File: src/rtl/imem_loader.sv
// imem_loader: writer side of the processor's byte-wide instruction memory.
// Takes 32-bit program words from a valid/ready stream and writes each one
// big-endian, one byte per cycle, into imem. The processor is held in reset
// until the final word has been written, then released so that instruction
// fetch starts from address 0.
//
// Parameters:
//   ADDR_W     imem byte-address width
//   DEPTH      imem size in bytes (multiple of 4, <= 2**ADDR_W)
//   BASE_ADDR  first byte address written (word aligned)
//
// Ports:
//   clk          clock, rising edge
//   reset        synchronous, active-high
//   in_valid     a program word is presented
//   in_ready     loader can take a word this cycle
//   in_word      instruction word; [31:24] lands at the lowest byte address
//   in_last      marks in_word as the final word of the program
//   mem_we       byte write strobe to imem
//   mem_addr     byte address
//   mem_wdata    byte data
//   cpu_reset    processor reset, 1 while loading
//   load_done    program written, processor released
//   overflow_err sticky, a word arrived after imem was full
//   checksum     XOR of all written words (only with IMEM_LOADER_CHECKSUM_EN)
//
// Optional feature macro: IMEM_LOADER_CHECKSUM_EN
//
// State    | meaning
// S_WAIT   | ready for the next word
// S_WRITE  | emitting the four bytes of the latched word
// S_DONE   | program loaded, processor released; terminal until reset

module imem_loader #(
  parameter int unsigned ADDR_W    = 8,
  parameter int unsigned DEPTH     = 256,
  parameter int unsigned BASE_ADDR = 0
) (
  input  logic              clk,
  input  logic              reset,
  input  logic              in_valid,
  output logic              in_ready,
  input  logic [31:0]       in_word,
  input  logic              in_last,
  output logic              mem_we,
  output logic [ADDR_W-1:0] mem_addr,
  output logic [7:0]        mem_wdata,
  output logic              cpu_reset,
  output logic              load_done,
  output logic              overflow_err
`ifdef IMEM_LOADER_CHECKSUM_EN
  ,
  output logic [31:0]       checksum
`endif
);

  typedef enum logic [1:0] {S_WAIT, S_WRITE, S_DONE} state_t;

  // One past the highest byte address imem may receive.
  localparam logic [ADDR_W+1:0] LIMIT = (ADDR_W+2)'(BASE_ADDR + DEPTH);

  state_t            state, state_nxt;
  logic [ADDR_W:0]   ptr;
  logic [1:0]        k;
  logic [31:0]       shreg;
  logic              last_q;
  logic              accept, room, write_word, drop_word, final_byte;

  always_comb begin
    accept     = in_valid && in_ready;
    // ptr is one bit wider than mem_addr so a completely full imem is
    // distinguishable from an empty one.
    room       = ({1'b0, ptr} + (ADDR_W+2)'(4)) <= LIMIT;
    write_word = accept && room;
    drop_word  = accept && !room;
    final_byte = (state == S_WRITE) && (k == 2'd3);
    state_nxt  = state;
    case (state)
      S_WAIT: begin
        if (write_word)                 state_nxt = S_WRITE;
        else if (drop_word && in_last)  state_nxt = S_DONE;
      end
      S_WRITE: begin
        if (final_byte) state_nxt = last_q ? S_DONE : S_WAIT;
      end
      S_DONE:  state_nxt = S_DONE;
      default: state_nxt = S_WAIT;
    endcase
  end

  always_ff @(posedge clk) begin
    if (reset) state <= S_WAIT;
    else       state <= state_nxt;
  end

  // All visible outputs are registered and track state_nxt, so they change
  // on the same edge as the state they describe.
  always_ff @(posedge clk) begin
    if (reset) begin
      in_ready     <= 1'b0;
      mem_we       <= 1'b0;
      mem_addr     <= '0;
      mem_wdata    <= '0;
      cpu_reset    <= 1'b1;
      load_done    <= 1'b0;
      overflow_err <= 1'b0;
      ptr          <= (ADDR_W+1)'(BASE_ADDR);
      k            <= '0;
      shreg        <= '0;
      last_q       <= 1'b0;
    end else begin
      in_ready  <= (state_nxt == S_WAIT);
      cpu_reset <= (state_nxt != S_DONE);
      load_done <= (state_nxt == S_DONE);
      if (drop_word) overflow_err <= 1'b1;

      if (write_word) begin
        // Byte 0 goes out on the accept edge; the rest shift out of shreg.
        mem_we    <= 1'b1;
        mem_addr  <= ptr[ADDR_W-1:0];
        mem_wdata <= in_word[31:24];
        shreg     <= {in_word[23:0], 8'h00};
        last_q    <= in_last;
        k         <= '0;
      end else if (state == S_WRITE) begin
        if (final_byte) begin
          mem_we <= 1'b0;
          ptr    <= ptr + (ADDR_W+1)'(4);
        end else begin
          k         <= k + 2'd1;
          mem_addr  <= mem_addr + ADDR_W'(1);
          mem_wdata <= shreg[31:24];
          shreg     <= {shreg[23:0], 8'h00};
        end
      end
    end
  end

`ifdef IMEM_LOADER_CHECKSUM_EN
  always_ff @(posedge clk) begin
    if (reset)           checksum <= '0;
    else if (write_word) checksum <= checksum ^ in_word;
  end
`endif

endmodule

File: config.mk
export PLATFORM = sky130hd
export DESIGN_NAME = imem_loader
export DESIGN_NICKNAME = d
export VERILOG_FILES = /design/src/rtl/imem_loader.sv
export SDC_FILE = /design/constraint.sdc
export NUM_CORES = 1
export LEC_CHECK = 0
export BUFFER_PORTS_ARGS = -buffer_cell sky130_fd_sc_hd__buf_2
export CAP_MARGIN = 20
export CORE_ASPECT_RATIO = 1.75
export CORE_MARGIN = 5
export CORE_UTILIZATION = 45
export DETAILED_ROUTE_END_ITERATION = 12
export PLACE_DENSITY = 0.68
export SLEW_MARGIN = 20
export SYNTH_ARGS = -nofsm -noshare
export SYNTH_HDL_FRONTEND = slang
export SYNTH_SLANG_ARGS = --single-unit
File: constraint.sdc
create_clock -name clk -period 3.55 [get_ports clk]
set_input_delay 0.1775 -clock clk [delete_from_list [all_inputs] [get_ports clk]]
set_output_delay 0.1775 -clock clk [all_outputs]
set_load 0.005 [all_outputs]
==> impl_metrics.json <==
{
  "grt_pass1_vias": 2111,
  "synth-seq-area-share_pct": 45.0,
  "hpwl_um": 3930,
  "fin_hold_ws_ns": 0.0814,
  "slowest_delay_ns": 0.77,
  "boundaryPins": 57,
  "syn2layout_area_growth_pct": 18.6,
  "timing.rr.start": "ptr[4]",
  "final_nets": 383,
  "seq_area_um2": 1140,
  "ys_seq_elements": 57,
  "die_h_um": 109,
  "gp_congestion": 0.887,
  "synthCells": 299,
  "antenna_found_initial": 0,
  "cts_tree": "built",
  "final-hold-violation-count": 0,
  "dr.pass1.iters": 4,
  "die_x_um": 66.7,
  "core-area_um2": 5540,
  "worstSetupEndpointType": "register",
  "setup_viol": 0,
  "rrSetupSlack_ns": 0.96,
  "crit_arrival_ns": 2.82,
  "ys_types": 41,
  "path_buf_inv": 1,
  "worstRegToRegCells": 6,
  "clock-sinks": 57,
  "setup_slack_ns": 0.961,
  "postRouteAntennaNets": 0,
  "final_util_pct": 54.2,
  "wirelength_um": 5850,
  "track_usage_pct": 16.8,
  "fin_crit_sh_pct": 72.9,
  "viasPerCell": 5.29,
  "p_leak_nw": 1.17,
  "status": "completed",
  "cts_buffers": 9,
  "worst_slew_pin_slew_ns": 1.03,
  "skew_ns": 0.00675,
  "path_cells": "and4_1, a311oi_2, nor2_4, buf_4, nor2_1, a311oi_1",
  "crit_required_ns": 3.78,
  "cts.htree.levels": 3,
  "start_util_pct": 45.7,
  "layout-drive-gt1-share_pct": 23.5,
  "p_clk_share_pct": 40.7,
  "syn_area_um2": 2530,
  "num_vias": 2250,
  "multi_input_area_um2": 1280,
  "dieArea_um2": 7290,
  "cp-endpoint": "shreg[30]",
  "drc": 0,
  "rr_endpoint": "shreg[30]",
  "comb_power_share_pct": 10.5,
  "path_class": "register to register",
  "max_cap_viol_count": 0,
  "dr.first_iter.drc_count": 169,
  "internal-power_mw": 1.08,
  "syn_nets": 338,
  "power_density_nw_per_um2": 480,
  "setup_tns_ns": 0,
  "cts_buffer_depth": 2,
  "cp_max_fo": 47,
  "critPathSlowestCell": "nor2_4",
  "nFillCells": 568,
  "crit_path_start": "ptr[4]",
  "switching_power_uw": 358,
  "cts_resized": 0,
  "antenna_cells": 0,
  "path_depth": 6,
  "switching_share_pct": 24.9,
  "grt_pass1_wl_um": 9380,
  "clk_latency_ns": 0.34,
  "p_total_mw": 1.44,
  "max_slew_margin_pct": 31.2,
  "min_path_type": "input pin to register",
  "p_seq_share_pct": 48.7,
  "cts_root_buf": "clkbuf_8",
  "post-cts-setup-buffers": 0,
  "grt_max_degree": 59,
  "yosys_warnings": 0,
  "cpLargestDelayFamily": "simple AND/OR/NAND/NOR gates",
  "worst_setup_path_start_kind": "register",
  "syn_avg_cell_area_um2": 8.47,
  "cts_hold_buffers": 0,
  "rows": 36,
  "clk_pin_slew_ns": 0.06,
  "rsz0062_at_grt": "false",
  "pre_cts_ws_ns": 0.993,
  "io_buffers": 56,
  "drv_slew": 0,
  "max_freq_ghz": 0.386,
  "peakVddDrop_mv": 0.253,
  "grt_overflow": 0,
  "fin_crit_ns": 2.59,
  "wl_per_cell_um": 13.8
}
[cell usage in the layout (no fill, tap or decap), types with 6 or more instances in the layout]
cell | netlist | final
dfxtp_1 | 57 | 57
nand2_1 | 66 | 66
buf_2 | 5 | 56
nor2_1 | 38 | 38
a211oi_1 | 6 | 6
nand3_1 | 13 | 13
nor3_1 | 6 | 6
a21oi_1 | 13 | 13
clkbuf_8 | 0 | 10
xor2_1 | 6 | 6
a311oi_1 | 24 | 24
[power by group through the flow]
stage | Sequential [mW] | Combinational (mW) | Clock [mW]
after floorplan | 0.714 | 0.101 | 0
after global placement | 0.715 | 0.151 | 0
after detailed placement | 0.716 | 0.153 | 0
after CTS | 0.702 | 0.153 | 0.601
after global routing | 0.706 | 0.172 | 0.633
final | 0.702 | 0.152 | 0.587
[synthesized netlist by cell type]
library cell / instances / share of area, %
nand2_1: 66 / 9.8
dfxtp_1: 57 / 45
nor2_1: 38 / 5.6
a311oi_1: 24 / 8.3
clkbuf_1: 15 / 2.2
a21oi_1: 13 / 2.6
nand3_1: 13 / 2.6
a211oi_1: 6 / 1.8
nor3_1: 6 / 1.2
xor2_1: 6 / 2.1
buf_2: 5 / 0.99
xnor2_1: 5 / 1.7
buf_6: 3 / 1.3
ha_1: 3 / 1.5
mux2i_1: 3 / 1.2
nand4_1: 3 / 0.74
nor3b_1: 3 / 0.89
o31ai_1: 3 / 0.89
and4_1: 2 / 0.69
inv_1: 2 / 0.30
nand3b_1: 2 / 0.59
nor2b_1: 2 / 0.49
a2111oi_4: 1 / 1.1
a211o_1: 1 / 0.35
a21bo_2: 1 / 0.40
a221oi_2: 1 / 0.59
a311oi_2: 1 / 0.59
and3_1: 1 / 0.25
and3b_1: 1 / 0.35
buf_1: 1 / 0.15
mux2_4: 1 / 0.59
nor2_2: 1 / 0.25
nor4_1: 1 / 0.25
nor4_2: 1 / 0.49
o2111ai_1: 1 / 0.35
o211a_1: 1 / 0.40
or2_1: 1 / 0.25
or2_2: 1 / 0.25
or3_1: 1 / 0.25
or3_4: 1 / 0.44
or4_1: 1 / 0.30
[per-layer routing]
metal	global-route usage, %	routed length, um
met1	19.2	2440
met2	28.1	3000
met3	4.12	284
met4	9.45	120
met5	0	0
[state kept, by name, summed over array words and instances, names as in the netlist, 2 cells and up]
| register | cells |
|---|---|
| shreg | 24 |
| mem_addr | 8 |
| mem_wdata | 8 |
| ptr | 7 |
| k | 2 |
| state | 2 |
[area by class of cell]
class	instances	area share (%)
Inverter	2	0.250
Tap cell	76	3.16
Clock buffer	13	4.95
Multi-Input combinational cell	216	42.5
Timing Repair Buffer	58	9.83
Sequential cell	57	38.0
Clock inverter	3	1.33
[cell families after synthesis]
group	after synthesis	synth area share [%]
AND/OR/NAND/NOR	145	25.6
AO/OA/AOI/OAI	53	17.3
flip-flops	57	45.0
XOR/XNOR	11	3.80
buffers and inverters	26	4.99
multiplexers	4	1.78
adder cells (fa/ha/maj)	3	1.48
[tightest hold or removal path, cell delays in order]
cell and delay, ns:
buf_2 0.10, nand2_1 0.04, a21oi_1 0.05
[per-stage QoR]
stage | instance area [um^2] | std cells
global placement | 2820 | 409
CTS | 3000 | 425
global route | 3010 | 425
detailed placement | 2820 | 409
finish | 3010 | 425
floorplan | 2530 | 299
[how the worst min path moves through the flow]
stage                    start        end  slack [ns]  depth (start not counted)
floorplan              in_last     last_q        0.31                          2
global placement    in_word[1]   shreg[9]        0.42                          3
detailed placement  in_word[1]   shreg[9]        0.43                          3
CTS                 in_word[1]   shreg[9]        0.07                          3
global route        in_word[4]  shreg[12]        0.09                          3
finish              in_word[0]   shreg[8]        0.08                          3
Note: power is estimated with default switching activity, not from simulation.
